### src/rtl/xadc_drp_sequencer_pkg.sv
// Shared definitions for the XADC DRP sequencer and the AXI register file that exposes net_out.
// Holds the FSM encoding, DRP widths and the net_out field layout.
package xadc_drp_sequencer_pkg;

    localparam int DRP_ADDR_W  = 7;
    localparam int DRP_DATA_W  = 16;
    localparam int SAMPLE_W    = 12;
    localparam int CH_IDX_W    = 4;
    localparam int CNT_W       = 16;

    localparam int NET_W           = 32;
    localparam int NET_SPIKE_LSB   = 0;
    localparam int NET_SPIKE_W     = 4;
    localparam int NET_TIMEOUT_BIT = 7;
    localparam int NET_COUNT_LSB   = 16;
    localparam int NET_COUNT_W     = 16;
    localparam int SPIKE_IDX_W     = $clog2(NET_SPIKE_W);

    typedef enum logic [2:0] {
        ST_IDLE,
        ST_REQ,
        ST_WAIT_RDY,
        ST_STORE,
        ST_GAP
    } seq_state_e;

    function automatic logic [NET_W-1:0] pack_net_out(
        input logic [NET_SPIKE_W-1:0] spike_vec,
        input logic                   timeout_err,
        input logic [NET_COUNT_W-1:0] sweep_count
    );
        logic [NET_W-1:0] word;
        word = '0;
        word[NET_SPIKE_LSB +: NET_SPIKE_W] = spike_vec;
        word[NET_TIMEOUT_BIT]              = timeout_err;
        word[NET_COUNT_LSB +: NET_COUNT_W] = sweep_count;
        return word;
    endfunction

endpackage

### src/rtl/drp_timeout_counter.sv
// Loadable down-counter with a sticky-at-zero expired flag.
// Shared between the drdy timeout and the inter-sweep gap count.
module drp_timeout_counter
    import xadc_drp_sequencer_pkg::*;
#(
    parameter int W = CNT_W
) (
    input  logic         S_AXI_ACLK,
    input  logic         rst,
    input  logic         load,
    input  logic         dec,
    input  logic [W-1:0] load_value,
    output logic         expired
);

    logic [W-1:0] count;

    // NOTE: sequential state uses non-blocking assignments so every flop samples pre-edge values.
    always_ff @(posedge S_AXI_ACLK) begin
        if (rst) begin
            count <= '0;
        end else if (load) begin
            count <= load_value;
        end else if (dec && (count != '0)) begin
            count <= count - W'(1);
        end
    end

    assign expired = (count == '0);

endmodule

### src/rtl/xadc_drp_sequencer.sv
// Sweeps N_CH XADC auxiliary channels over DRP, captures 12-bit samples, flags threshold
// spikes and read timeouts, and publishes status as the net_out word.
module xadc_drp_sequencer
    import xadc_drp_sequencer_pkg::*;
#(
    parameter int                    N_CH      = 4,
    parameter logic [DRP_ADDR_W-1:0] BASE_ADDR = 7'h10,
    parameter int                    TIMEOUT   = 255
) (
    input  logic                  S_AXI_ACLK,
    input  logic                  rst,
    input  logic                  enable,
    input  logic [CNT_W-1:0]      period,
    input  logic [SAMPLE_W-1:0]   threshold,
    input  logic                  err_clr,
    output logic [DRP_ADDR_W-1:0] daddr,
    output logic                  den,
    output logic                  dwe,
    output logic [DRP_DATA_W-1:0] di,
    input  logic [DRP_DATA_W-1:0] do_data,
    input  logic                  drdy,
    output logic [SAMPLE_W-1:0]   sample,
    output logic [CH_IDX_W-1:0]   sample_ch,
    output logic                  sample_valid,
    output logic [NET_W-1:0]      net_out,
    output logic                  sweep_done
);

    localparam logic [CH_IDX_W-1:0] LAST_IDX     = CH_IDX_W'(N_CH - 1);
    localparam logic [CNT_W-1:0]    TIMEOUT_LOAD = CNT_W'(TIMEOUT - 1);

    seq_state_e             state, next_state;
    logic [CH_IDX_W-1:0]    idx;
    logic                   rd_ok;
    logic [NET_SPIKE_W-1:0] spike_vec;
    logic [NET_COUNT_W-1:0] sweep_count;
    logic                   timeout_err;
    logic                   cnt_load, cnt_dec, cnt_expired;
    logic [CNT_W-1:0]       cnt_value;
    logic                   last_ch, rd_done, rd_timeout;
    logic                   unused_drp_lsbs;

    drp_timeout_counter #(.W(CNT_W)) u_counter (
        .S_AXI_ACLK (S_AXI_ACLK),
        .rst        (rst),
        .load       (cnt_load),
        .dec        (cnt_dec),
        .load_value (cnt_value),
        .expired    (cnt_expired)
    );

    assign last_ch    = (idx == LAST_IDX);
    assign rd_done    = (state == ST_WAIT_RDY) && drdy;
    assign rd_timeout = (state == ST_WAIT_RDY) && !drdy && cnt_expired;

    // NOTE: every signal driven here gets a default first so no path can infer a latch.
    always_comb begin
        next_state   = state;
        den          = 1'b0;
        sample_valid = 1'b0;
        sweep_done   = 1'b0;
        cnt_load     = 1'b0;
        cnt_dec      = 1'b0;
        cnt_value    = TIMEOUT_LOAD;
        case (state)
            ST_IDLE: begin
                if (enable) next_state = ST_REQ;
            end
            ST_REQ: begin
                den        = 1'b1;
                cnt_load   = 1'b1;
                next_state = ST_WAIT_RDY;
            end
            ST_WAIT_RDY: begin
                cnt_dec = 1'b1;
                if (rd_done || rd_timeout) next_state = ST_STORE;
            end
            ST_STORE: begin
                sample_valid = rd_ok;
                sweep_done   = last_ch;
                if (!enable) begin
                    next_state = ST_IDLE;
                end else if (last_ch && (period != '0)) begin
                    // GAP counts down to zero, so it lasts exactly period cycles.
                    next_state = ST_GAP;
                    cnt_load   = 1'b1;
                    cnt_value  = period - CNT_W'(1);
                end else begin
                    next_state = ST_REQ;
                end
            end
            ST_GAP: begin
                cnt_dec = 1'b1;
                if (!enable)          next_state = ST_IDLE;
                else if (cnt_expired) next_state = ST_REQ;
            end
            default: next_state = ST_IDLE;
        endcase
    end

    always_ff @(posedge S_AXI_ACLK) begin
        if (rst) begin
            state       <= ST_IDLE;
            idx         <= '0;
            rd_ok       <= 1'b0;
            sample      <= '0;
            sample_ch   <= '0;
            spike_vec   <= '0;
            sweep_count <= '0;
            timeout_err <= 1'b0;
        end else begin
            state <= next_state;
            if (state == ST_WAIT_RDY) rd_ok <= drdy;
            if (rd_done) begin
                sample    <= do_data[DRP_DATA_W-1 -: SAMPLE_W];
                sample_ch <= idx;
            end
            if (state == ST_IDLE) begin
                idx <= '0;
            end else if (state == ST_STORE) begin
                idx <= last_ch ? '0 : idx + CH_IDX_W'(1);
                if (last_ch) sweep_count <= sweep_count + NET_COUNT_W'(1);
                if (rd_ok && (idx < CH_IDX_W'(NET_SPIKE_W)))
                    spike_vec[idx[SPIKE_IDX_W-1:0]] <= (sample >= threshold);
            end
            // A timeout landing with err_clr keeps the error visible.
            if (rd_timeout)   timeout_err <= 1'b1;
            else if (err_clr) timeout_err <= 1'b0;
        end
    end

    assign daddr           = BASE_ADDR + DRP_ADDR_W'(idx);
    assign dwe             = 1'b0;
    assign di              = '0;
    assign net_out         = pack_net_out(spike_vec, timeout_err, sweep_count);
    assign unused_drp_lsbs = ^do_data[DRP_DATA_W-SAMPLE_W-1:0];

endmodule

### config.mk
export PLATFORM = sky130hd
export DESIGN_NAME = xadc_drp_sequencer
export DESIGN_NICKNAME = d
export VERILOG_FILES = /design/src/rtl/xadc_drp_sequencer_pkg.sv /design/src/rtl/drp_timeout_counter.sv /design/src/rtl/xadc_drp_sequencer.sv
export SDC_FILE = /design/constraint.sdc
export NUM_CORES = 1
export LEC_CHECK = 0
export CORE_UTILIZATION = 36
export CTS_BUF_LIST = sky130_fd_sc_hd__clkbuf_2
export CTS_CLUSTER_DIAMETER = 120
export DETAILED_ROUTE_END_ITERATION = 8
export GPL_TIMING_DRIVEN = 0
export PLACE_DENSITY = 0.66
export SLEW_MARGIN = 30
export SYNTH_ARGS = -nofsm -noshare
export SYNTH_HDL_FRONTEND = slang
export SYNTH_SLANG_ARGS = --single-unit
### constraint.sdc
create_clock -name S_AXI_ACLK -period 2.8 [get_ports S_AXI_ACLK]
set_input_delay 0.84 -clock S_AXI_ACLK [delete_from_list [all_inputs] [get_ports S_AXI_ACLK]]
set_output_delay 0.84 -clock S_AXI_ACLK [all_outputs]
set_load 0.01 [all_outputs]
After elaboration in Yosys (flattened, before gate mapping):

Cells that the tools add are included.

* flip-flop bits (word level): 61
* bits of input ports: 49
* memories kept: 0
* bits in writable memories: 0
* bits in latches: 0
* bits in read-only memories: 0
* output and inout port bits: 75

* reduce and logical (&&, ||, !) cells: 20
* shifts and indexed selects: 0
* $add $sub $neg: 5
* muxes and demuxes: 25
* multiply operators: 0
* magnitude comparators: 4
* div/mod/pow operators: 0
* bitwise gates (word level): 1
* equal/unequal tests: 8

Operators by type and width (number)
* $mux W16: 5
* $reduce_bool A16 Y1: 2
* $sub A16 B1 Y16 const B: 2
* $mux W3: 6
* $add A16 B1 Y16 const B: 1
* $logic_not A16 Y1: 1
* $pmux W3 S5: 1
* $ge A12 B12 Y1: 1
* $mux W1: 9
* $reduce_and A3 Y1: 3
* $logic_and A1 B1 Y1: 7
* $add A5 B4 Y6 const A: 1
* $eq A3 B2 Y1 const B: 2
* $add A4 B1 Y4 const B: 1
* $bwmux W4: 1
* $eq A4 B2 Y1 const B: 1
* $lt A4 B3 Y1 const B: 1
* $mux W4: 1
* $reduce_bool A2 Y1: 2
* $reduce_or A2 Y1: 2
* $eq A3 B1 Y1 const B: 1
* $eq A3 B3 Y1 const B: 1
* $logic_not A3 Y1: 1
* $lt A2 B3 Y1 const B: 1
* other kinds (9): 9

Depth between registers and ports, before layout:

* word-level depth: 6
* gate-level depth with buffers: 9

Cells and area by module:

From an unflattened synthesis, not the netlist that was laid out.

* cell total of the unflattened synthesis: 492
* area, all modules: 3826.2 µm²

By module, submodules not included
* xadc_drp_sequencer: sequential area each 900.9 µm², times used 1, area an instance 2881.5 µm², cells an instance 378
* drp_timeout_counter: sequential area each 320.3 µm², times used 1, area an instance 944.7 µm², cells an instance 114

Least setup slack after synthesis:

No wires, ideal clock.

* kind: input -> register
* start point: input period[9]
* end point: register u_counter.count[7]
* path slack: -18 ps
* stages on the path: 7
* buffers on the path: 1
* required time: 2684 ps
* arrival: 2702 ps
* cells stage by stage: or4_1 > or2_1 > o41a_1 > or3_1 > buf_2 > a21oi_2 > nor2_1

* cells in the longest elaborated chain, start to end: 6

Ends and longest elaborated chain
* start: declaration: line xadc_drp_sequencer.sv:13 `input logic [CNT_W-1:0] period,`
* $reduce_bool A16 Y1 (*): line xadc_drp_sequencer.sv:83 `end else if (last_ch && (period != '0)) begin`
* $logic_and A1 B1 Y1 (*): line xadc_drp_sequencer.sv:83
* $mux W1 / $mux W16 (equally long branches): line xadc_drp_sequencer.sv:83
* $mux W1 / $mux W16 (equally long branches): line xadc_drp_sequencer.sv:81 `if (!enable) begin`
* $pmux W1 S2 / $mux W16 (equally long branches): line xadc_drp_sequencer.sv:65 `case (state)`
* $mux W16 / $reduce_bool A2 Y1 (equally long branches)
* end signal: assignment: line drp_timeout_counter.sv:23 `count <= load_value;`
* end signal: assignment: line drp_timeout_counter.sv:25 `count <= count - W'(1);`
* end: declaration: line drp_timeout_counter.sv:16 `logic [W-1:0] count;`

Mark *: on every way between the ends. The rest lies on a longest branch, timed or not.
A chain may end at the register's enable or synchronous reset.

Worst setup path after layout:

* start point: input period[2]
* end point: register u_counter.count[15]

* cells in the longest elaborated chain, start to end: 6

Ends and longest elaborated chain
* parallel branches: the longest is 6 deep, another holds $sub A16 B1 Y16

Parallel ways; which one is timed is not known.

==> summary.txt <==
Outcome
  – Outcome: finished clean

Synth
  – Synth Instances: between 400 and 500
  – Synth unique cells: slightly above 50
  – Post-synth EDFFs: 0
  – Netlist Area Pre-Place: between 3000 and 4000 sq um
  – Commonest register cell after synthesis: dfxtp_1
  – Async S/R FF share, synth: 0
  – Syn. warnings: 0
  – Avg Cell Area, Syn: 7.94 sq um
  – Synthesized flop and latch total: 61
  – Sequential-to-total area share from yosys stat: 0.333

STA
  – Period Utilization, post-route: 0.970
  – RSZ-0062 raised after global routing: no
  – Setup violators final: 0
  – Final Hold Fails: 0
  – Tightest Pin Transition: just under 0.8 ns
  – Minimum clock period: 2.71 ns
  – Slew HR: 0.474
  – Worst-case clock skew: 0.0327 ns
  – Highest Clock Rate: between 0.3 and 0.4 GHz
  – Slew Viols, Final: 0

Die
  – Chip Width: approximately 100 microns
  – Die area: ~11,000 sq um
  – Vert. Die Dim: between 100 and 150 microns
  – Core Region: 9820 sq um
  – Top Ports: roughly 120
  – Starting Density: 0.374
  – Cell Rows: 36

Power
  – Worst VDD drop: roughly 0.23 mV
  – Static leakage: between 2 and 2.5 nW
  – Net Sw Power: 0.829 mW
  – Total power density per cell area: roughly 470 nW/um^2
  – Int Pwr: roughly 1.6 mW
  – Reg power frac: 0.411
  – Combinational Power Share: 0.317
  – Pwr Total: 2.41 mW
  – Sw Share: 0.344
  – Clock power share: 0.272

Cells and area
  – Non-filler cells in the finished layout: between 700 and 800
  – Cell area after layout: approximately 5100 sq um
  – FF/Latch Area: 1230 sq um
  – Area Growth Syn to Fin: 39.4%
  – ANT cells: 0
  – Fin util: 0.521
  – Final nets: ~660
  – Share of cells above drive strength 1: 0.140
  – Filler Cells Inserted: roughly 940
  – Area of the multi-input gates: 2240 sq um

Placement
  – Dpl cells: 711
  – Placed Instance Area: 4830 sq um
  – IO Port Bufs: 87
  – Hpwl dp: 7260 microns
  – Routability cong.: between 0.8 and 0.9

Clock tree
  – H-Tree Level Count: 3
  – Total CTS buffers: 9
  – Clock Tree Root: clkbuf_2
  – Sink Count: 61
  – Worst-path clk slew: between 0.15 and 0.2 ns
  – CTS tree: yes
  – Cts hold-fix bufs: 0
  – Worst-skew pair later-pin latency: between 0.5 and 0.6 ns
  – Clock buffer depth: 2

Route
  – DR DRC count: 0
  – Wire length per cell: 13.1 microns
  – First-pass detailed-route iteration total: 4
  – DRT antenna net count: 0
  – Detailed-route via count: between 3k and 4k
  – Starting DRT DRC Count: ~170
  – Final Routed Wirelength: roughly 9600 microns
  – DR vias/cell: 4.83

Worst setup path
  – CP Data Required Time: ~3.2 ns
  – Worst Path Arrival: ~3.1 ns
  – CP cell instances: clkdlybuf4s50_1 > nor4_4 > nand3_4 > o41a_1 > or3_1 > buf_6 > nor2_1 > a211oi_1
  – CP max-delay cell: clkdlybuf4s50_1
  – R2r worst-path depth: 8
  – Worst setup EP type: flop
  – Kind of critical path: in -> reg
  – Instance count on the critical path: 8
  – Crit-path max FO: 7
  – Max incr delay on CP: about 0.51 ns
  – Crit path max-delay family: simple AND/OR/NAND/NOR gates
  – CP Launch Type: input pin
  – Crit path buffers/inverters: 2

Global routing
  – Total grt overflow: 0
  – First-pass GRT wire length: roughly 15,000 microns
  – Largest net degree at the start of global routing: 13
  – Vias in the first global route: 3,237
  – Tot GR Track Use: 0.186
  – Initial antenna violation count: 0

Job
  – Maxcap violations: 0

Hold path
  – Hold path cells: 2
  – HP Class: reg -> reg
per-layer routing:
metal / vias to the layer above / track usage / share of wire
li1: 1815 / - / -
met4: 0 / 0.0758 / 0.013
met1: 1614 / 0.236 / 0.45
met3: 12 / 0.0264 / 0.051
met5: - / 0 / 0
met2: 99 / 0.315 / 0.48
worst min-delay path, stage by stage (launching register included):
cell	delay, ns
dfxtp_1	0.35
nand2_1	0.05
a21oi_1	0.05
synthesized netlist by cell type (3+ instances only):
master | count | area [sq um]
dfxtp_1 | 61 | 1220
nand2_1 | 53 | 199
nor2_1 | 50 | 188
buf_4 | 32 | 240
a21oi_1 | 29 | 145
xor2_1 | 25 | 219
ha_1 | 20 | 250
inv_1 | 20 | 75.1
clkbuf_1 | 17 | 63.8
nor3_1 | 17 | 85.1
xnor2_1 | 15 | 131
nand3_1 | 14 | 70.1
nand4_1 | 10 | 62.6
o21ai_0 | 10 | 50.1
a211oi_1 | 7 | 52.6
a21o_1 | 7 | 52.6
or3_1 | 7 | 43.8
and3_1 | 6 | 37.5
a221oi_1 | 4 | 35.0
a311oi_1 | 4 | 35.0
nand4b_1 | 4 | 35.0
nor4_1 | 4 | 25.0
and2_1 | 3 | 18.8
buf_2 | 3 | 15.0
nand3b_1 | 3 | 22.5
logic make-up (layout without fill, tap and decap cells):
group           after synthesis  count (layout)  synth area share
mux                           2               2           0.00580
simple gates                186             186             0.245
flops                        61              61             0.333
fa+ha+maj                    20              20            0.0682
xor+xnor                     40              40            0.0955
compound gates               79              79             0.144
buf+inv                      72             181             0.107
other cells                   2              31           0.00205
area by class of cell:
cell class                 count  share of cell area
clock inverter                 7              0.0191
inverter                      20              0.0147
sequential                    61               0.241
timing repair buffer          97               0.185
buffer                        48              0.0612
multi-input combinational    358               0.437
clock buffer                   9             0.00881
tap                          133              0.0325
through the flow:
stage | hold slack [ns] | worst slack [ns] | setup TNS, ns
2_1_floorplan | 0.457 | 0.0168 | 0
3_3_place_gp | 0.443 | -0.613 | -10.19
3_5_place_dp | 0.452 | -0.695 | -10.97
4_1_cts | 0.474 | 0.0114 | 0
5_1_grt | 0.493 | 0.0153 | 0
6_report | 0.474 | 0.0851 | 0
final timing paths:
kind                      start                   to  slack [ns]
min reg2reg        sample_ch[1]         sample_ch[1]        0.47
min                sample_ch[1]         sample_ch[1]        0.47
max                   period[2]  u_counter.count[15]        0.09
max reg2reg  u_counter.count[0]   u_counter.count[9]        0.20
what timing repair did:
item                       CTS  global route
setup endpoints to repair   12             8
gates cloned                 0             0
pin swaps                    1             3
buffers inserted             8             2
resized for setup           23             7
sequential cells by signal, indices dropped and copies added, names as in the netlist:
name,flops
rd_ok,1
idx,4
spike_vec,4
state,3
timeout_err,1
u_counter.count,16
sample,12
sweep_count,16
sample_ch,4
cell usage in the layout, fill, tap and decap left out, types with 19 or more instances in the layout:
cell,count
clkdlybuf4s50_1,81
dfxtp_1,56
nand2_1,53
nor2_1,50
buf_4,42
conb_1,31
a21oi_1,29
xor2_1,25
ha_1,20
inv_1,19
power groups by stage:
stage / sequential [mW] / clock (mW) / combinational [mW]
global placement: 1.01 / 0 / 0.721
floorplan: 0.998 / 0 / 0.528
global route: 1.00 / 0.719 / 0.854
CTS: 0.990 / 0.676 / 0.750
detailed placement: 1.01 / 0 / 0.735
finish: 0.992 / 0.656 / 0.764
No activity file was read; power rests on OpenSTA's default activity.
